<file path="src/rtl/serial_adder_pkg.sv">
// Shared definitions for the bit-serial adder: FSM state encoding and the
// default operand width.
package serial_adder_pkg;

    localparam int DEFAULT_WIDTH = 8;

    typedef enum logic [1:0] {
        IDLE = 2'd0,
        RUN  = 2'd1,
        DONE = 2'd2
    } state_t;

endpackage

</file>
<file path="src/rtl/full_adder.sv">
// Single-bit full adder cell, purely combinational. The serial adder
// reuses one instance of this cell for every bit position.
module full_adder (
    input  logic a,
    input  logic b,
    input  logic cin,
    output logic s,
    output logic co
);

    logic p;

    // Sum and carry from the propagate term
    always_comb begin
        p  = a ^ b;
        s  = p ^ cin;
        co = (a & b) | (cin & p);
    end

endmodule

</file>
<file path="src/rtl/serial_adder.sv">
// Bit-serial adder: {cout,sum} = a + b + cin, processed LSB first, one bit
// per clock through a single full_adder cell, with a start/busy/done
// handshake.
//
// Optional build macro SERIAL_ADDER_SUB_EN adds a 'sub' input; sub=1 makes
// the block compute a - b (b inverted, carry forced to 1, cout=1 means no
// borrow).
//
// state | meaning
// ------+----------------------------------------------------------------
// IDLE  | waiting for start; outputs hold the last completed result
// RUN   | one bit per cycle through the full adder, WIDTH cycles in total
// DONE  | done pulse; sum/cout just updated; a new start is accepted here
module serial_adder
    import serial_adder_pkg::*;
#(
    parameter int WIDTH = DEFAULT_WIDTH
) (
    input  logic             clk,
    input  logic             rst,
    input  logic             start,
    input  logic [WIDTH-1:0] a,
    input  logic [WIDTH-1:0] b,
    input  logic             cin,
`ifdef SERIAL_ADDER_SUB_EN
    input  logic             sub,
`endif
    output logic             busy,
    output logic             done,
    output logic [WIDTH-1:0] sum,
    output logic             cout
);

    localparam int             CW   = $clog2(WIDTH + 1);
    localparam logic [CW-1:0]  LAST = CW'(WIDTH - 1);

    state_t           state_q;
    state_t           state_d;

    logic [WIDTH-1:0] a_sh;
    logic [WIDTH-1:0] b_sh;
    logic [WIDTH-1:0] res_sh;
    logic [WIDTH-1:0] res_next;
    logic             carry_q;
    logic [CW-1:0]    cnt_q;

    logic             fa_s;
    logic             fa_co;

    logic             accept;
    logic             last_bit;
    logic [WIDTH-1:0] b_load;
    logic             carry_load;

    full_adder u_fa (
        .a   (a_sh[0]),
        .b   (b_sh[0]),
        .cin (carry_q),
        .s   (fa_s),
        .co  (fa_co)
    );

    // Operand conditioning at load time: subtraction is a + ~b + 1
`ifdef SERIAL_ADDER_SUB_EN
    always_comb begin
        b_load     = sub ? ~b : b;
        carry_load = sub ? 1'b1 : cin;
    end
`else
    always_comb begin
        b_load     = b;
        carry_load = cin;
    end
`endif

    // Start is honoured in IDLE and in DONE (back-to-back), never in RUN
    always_comb begin
        accept   = start && (state_q != RUN);
        last_bit = (state_q == RUN) && (cnt_q == LAST);
    end

    // Result shift register input: new sum bit enters at the MSB. Written
    // as shift-then-overwrite so WIDTH=1 needs no special slice.
    always_comb begin
        res_next            = res_sh >> 1;
        res_next[WIDTH-1]   = fa_s;
    end

    // State register
    always_ff @(posedge clk) begin
        if (rst) begin
            state_q <= IDLE;
        end else begin
            state_q <= state_d;
        end
    end

    // Next-state and handshake outputs, decoded from the registered state
    always_comb begin
        state_d = state_q;
        busy    = 1'b0;
        done    = 1'b0;
        unique case (state_q)
            IDLE: begin
                if (start) begin
                    state_d = RUN;
                end
            end
            RUN: begin
                busy = 1'b1;
                if (cnt_q == LAST) begin
                    state_d = DONE;
                end
            end
            DONE: begin
                done    = 1'b1;
                state_d = start ? RUN : IDLE;
            end
            default: begin
                state_d = IDLE;
            end
        endcase
    end

    // Operand shifters, carry flop and bit counter
    always_ff @(posedge clk) begin
        if (rst) begin
            a_sh    <= '0;
            b_sh    <= '0;
            res_sh  <= '0;
            carry_q <= 1'b0;
            cnt_q   <= '0;
        end else if (accept) begin
            a_sh    <= a;
            b_sh    <= b_load;
            carry_q <= carry_load;
            cnt_q   <= '0;
        end else if (state_q == RUN) begin
            a_sh    <= a_sh >> 1;
            b_sh    <= b_sh >> 1;
            res_sh  <= res_next;
            carry_q <= fa_co;
            cnt_q   <= cnt_q + CW'(1);
        end
    end

    // Visible result: loaded only on the edge that enters DONE, so it is
    // stable throughout RUN and holds until the next completion
    always_ff @(posedge clk) begin
        if (rst) begin
            sum  <= '0;
            cout <= 1'b0;
        end else if (last_bit) begin
            sum  <= res_next;
            cout <= fa_co;
        end
    end

endmodule

</file>
<file path="config.mk">
export PLATFORM = sky130hd
export DESIGN_NAME = serial_adder
export DESIGN_NICKNAME = d
export VERILOG_FILES = /design/src/rtl/serial_adder_pkg.sv /design/src/rtl/full_adder.sv /design/src/rtl/serial_adder.sv
export SDC_FILE = /design/constraint.sdc
export NUM_CORES = 1
export LEC_CHECK = 0
export BUFFER_PORTS_ARGS = -buffer_cell sky130_fd_sc_hd__buf_2
export CAP_MARGIN = 15
export CORE_ASPECT_RATIO = 0.75
export CORE_UTILIZATION = 40
export DETAILED_ROUTE_END_ITERATION = 7
export PLACE_DENSITY = 0.66
export SLEW_MARGIN = 10
export SYNTH_ARGS = -nofsm -noshare
export SYNTH_HDL_FRONTEND = slang
export SYNTH_SLANG_ARGS = --single-unit
export TNS_END_PERCENT = 1
</file>
<file path="constraint.sdc">
create_clock -name clk -period 3.3 [get_ports clk]
set_input_delay 0.66 -clock clk [delete_from_list [all_inputs] [get_ports clk]]
set_output_delay 0.66 -clock clk [all_outputs]
set_load 0.1 [all_outputs]
</file>
==> impl.org <==
** Status
- The run finished with clean final reports.

** Clock network
- CTS Buffer Depth :: 2
- Post-CTS repair changed the size of 0 cells.
- Hold-fix buffer count after cts :: 0
- TritonCTS built the clock tree.
- Post-CTS timing repair inserted 0 buffers for setup.
- CTS clk-pin slew, worst paths :: approximately 0.070 ns
- Clk Latency, worst-skew pair :: ~0.28 ns
- Clk Tree Root Cell :: sky130_fd_sc_hd__clkbuf_8
- TritonCTS sink count :: 39
- In this run, CTS created clock tree buffers numbering 5.
- The H-tree was split into 2 levels.

** Finish
- Area occupied by multi-input gates :: between 800 and 900 um^2
- The repair_antennas step left the layout with diodes totalling 0.
- Relative to the synthesized area, the layout overhead comes to 15.26%.
- Most frequent cells in the layout :: 39 x sky130_fd_sc_hd__dfxtp_1, 30 x sky130_fd_sc_hd__buf_2, 26 x sky130_fd_sc_hd__mux2i_1
- The net count of the finished layout is ~220.
- Fill cells in the final layout number approximately 370.
- Storage element area :: 780.7 um^2
- In the final layout, the share of cells above drive strength 1 is 0.2050.
- Most frequent standard cell in the layout excluding fill and tap cells :: sky130_fd_sc_hd__dfxtp_1

** Min path
- Path type of the worst min-delay path :: reg -> reg
- Hold Crit Start :: res_sh[5]

** Setup path
- CP Launch Point :: state_q[1]
- Source of the worst register-to-register timing path :: state_q[1]
- The worst setup path is captured at an output port.
- STA puts the critical path data required time at 2.64 ns.
- Largest fanout on the critical path :: 15
- Worst endpoint data arrival time :: about 1.6 ns
- The worst setup path is launched from a flip-flop.
- CP Class :: reg -> out

** Synth
- The synthesized netlist contains 23 unique library cells.
- Counting every instance in the synthesized netlist gives 174.
- Net count of the mapped netlist :: just under 200
- The mapped netlist covers 1673 um^2.
- Dividing the synthesized area by the synthesized cell count gives slightly below 10 um^2.
- Post-synthesis sequential element count :: 39
- During synthesis, Yosys emitted a total of 0 warnings.
- For this run, the register share of the synthesized area comes to 0.4667.

** Flow run
- The tool flagged a number of max-cap violations equal to 0.

** Route
- Number of violations reported at the end of detailed-routing iteration 0 :: 46
- Wire length per cell :: about 12 um
- In the routed design, unresolved DRC markers number 0.
- In the routed layout, each cell is associated on average with a via count of a little under 5.
- The routed layout has 1231 vias.
- Count of antenna-violating nets left after detailed routing :: 0
- Initial DRT Pass Iterations :: 4
- Total routed wirelength :: 3.050 mm

** Floorplanning
- The die is approximately 58 um tall.
- The floorplan has 19 rows.
- For this configuration, the core starts out at a cell density of 0.4371.
- Area of the placeable core :: 3827 um^2
- 31 I/O pins were placed.
- The floorplan step set the die width to roughly 77 um.
- The die covers between 4000 and 5000 um^2.

** Power and ir drop
- Relative contribution of combinational cells to total power :: 0.110
- Power density over cell area :: 497.9 nW/um^2
- Fraction of power consumed by the clock network :: 0.361
- Share of power burned in registers :: 0.529
- Switching fraction of total power :: 0.2410
- For this design the static power due to leakage is a little under 0.0008 uW.
- Worst IR Drop VDD :: around 0.0003 V
- Switching component of the power :: roughly 230 uW
- Design internal power :: roughly 730 uW

** GRT
- Maximum number of pins on one net before global-route repair :: 49
- For this run the aggregate overflow at the end of global routing stands at 0.
- Global-route wire length before repair :: 5.271 mm
- Global-route usage over all layers :: 0.1512
- Antenna violations before repair :: 0
- Number of global-route vias before repair :: between 1k and 1.5k

** Placed design
- GPL Wtd Cong :: just over 0.7
- Pre-CTS setup slack :: roughly 1.4 ns
- Final HPWL DP :: 2.013 mm
- During placement, the flow inserted port buffers numbering 30.

** Timing
- Clock Skew :: 0.008369 ns
- The worst path needs around 2.3 ns of the cycle, external delays included.
- At the pin with the least slew margin, the transition time is ~0.73 ns.
- Worst-case setup margin in the final layout :: 1.042 ns
- The count of final max-slew check failures is 0.
- Fmax :: ~440 MHz
- Post-route clock period utilization :: 0.6844
- Total negative slack for setup checks :: 0 ns
- Setup repair after global routing missed its margin :: false
- The final count of hold timing violations was 0.
- Measured against its own limit, the worst slew margin works out to 0.5158.
- Setup violations remaining at the end of the flow were counted as 0.
-- cell type report --
type	count	share of cell area
inverters	1	0.001947
multi-input cells	121	0.4257
repair buffers	31	0.08176
clock buffers	8	0.05191
well taps	52	0.03374
flip-flops and latches	39	0.4049
-- Yosys cell counts --
library cell                n  area [um^2]
sky130_fd_sc_hd__a211oi_1  15        112.6
sky130_fd_sc_hd__mux2i_1   26        260.3
sky130_fd_sc_hd__inv_1      1        3.750
sky130_fd_sc_hd__nor2_1    16        60.06
sky130_fd_sc_hd__a21oi_1   11        55.05
sky130_fd_sc_hd__dfxtp_1   39        780.8
sky130_fd_sc_hd__clkbuf_1   7        26.28
sky130_fd_sc_hd__a211oi_2   1        12.51
sky130_fd_sc_hd__buf_2      3        15.01
sky130_fd_sc_hd__mux2_4     1        15.01
sky130_fd_sc_hd__buf_6      1        11.26
sky130_fd_sc_hd__nor3_1     3        15.01
sky130_fd_sc_hd__nor2_4     1        11.26
sky130_fd_sc_hd__fa_1       1        20.02
sky130_fd_sc_hd__or3_1      1        6.260
sky130_fd_sc_hd__nand2_1   15        56.30
sky130_fd_sc_hd__a31oi_1    1        6.260
sky130_fd_sc_hd__nor2b_1    2        12.51
sky130_fd_sc_hd__ha_1       1        12.51
sky130_fd_sc_hd__nand2b_1  20        125.1
sky130_fd_sc_hd__buf_4      2        15.01
sky130_fd_sc_hd__nand3b_1   4        30.03
sky130_fd_sc_hd__nand3_1    2        10.01
-- power by group through the flow --
stage	sequential, uW	combinational (uW)	clock (uW)
detailed placement	519	106	0
global placement	517	102	0
CTS	508	107	357
global route	511	119	375
floorplan	515	86.3	0
finish	508	106	347
-- final timing paths --
check	endpoint	slack, ns	depth (start not counted)
min reg2reg	res_sh[4]	0.47	2
max	busy	1.04	3
max reg2reg	cnt_q[2]	1.82	4
min	res_sh[4]	0.47	2
-- logic make-up (layout without fill, tap and decap cells) --
logic type,after synthesis,count (layout),share of synthesized area
AOI/OAI and AO/OA,28,28,0.1114
DFF,39,39,0.4667
and+or+nand+nor,64,64,0.1952
muxes,27,27,0.1645
adders and majority gates,2,2,0.01945
buffers and inverters,14,40,0.04263
-- registers in the layout, summed over array words and instances (netlist names) --
signal,count
carry_q,1
sum,8
b_sh,8
a_sh,8
cnt_q,4
res_sh,7
state_q,2
cout,1
-- worst max-delay path, stage by stage (launching register included) --
cell                       delay [ns]
sky130_fd_sc_hd__dfxtp_1         0.31
sky130_fd_sc_hd__nand2b_1        0.15
sky130_fd_sc_hd__inv_1           0.35
sky130_fd_sc_hd__buf_2           0.52
-- per-layer routing --
| metal | vias to the layer above | global-route usage | part of all wire |
|---|---|---|---|
| li1 | 646 | - | - |
| met2 | 17 | 0.2602 | 0.46 |
| met5 | - | 0 | 0 |
| met3 | 5 | 0.04252 | 0.039 |
| met1 | 563 | 0.1758 | 0.49 |
| met4 | 0 | 0.07418 | 0.014 |
-- metrics by stage --
step | power [uW] | std cells | cell area (um^2) | util | hold slack (ns)
2_1_floorplan | 601.0 | 174 | 1673 | - | 0.4368
3_3_place_gp | 619.7 | 244 | 1828 | 0.4776 | 0.4484
3_5_place_dp | 624.5 | 244 | 1828 | 0.4776 | 0.4609
4_1_cts | 971.2 | 252 | 1928 | 0.5038 | 0.4718
5_1_grt | 1005 | 252 | 1928 | 0.5038 | 0.4941
6_report | 960.0 | 252 | 1928 | 0.5038 | 0.4696
No activity file was read; power rests on OpenSTA's default activity.
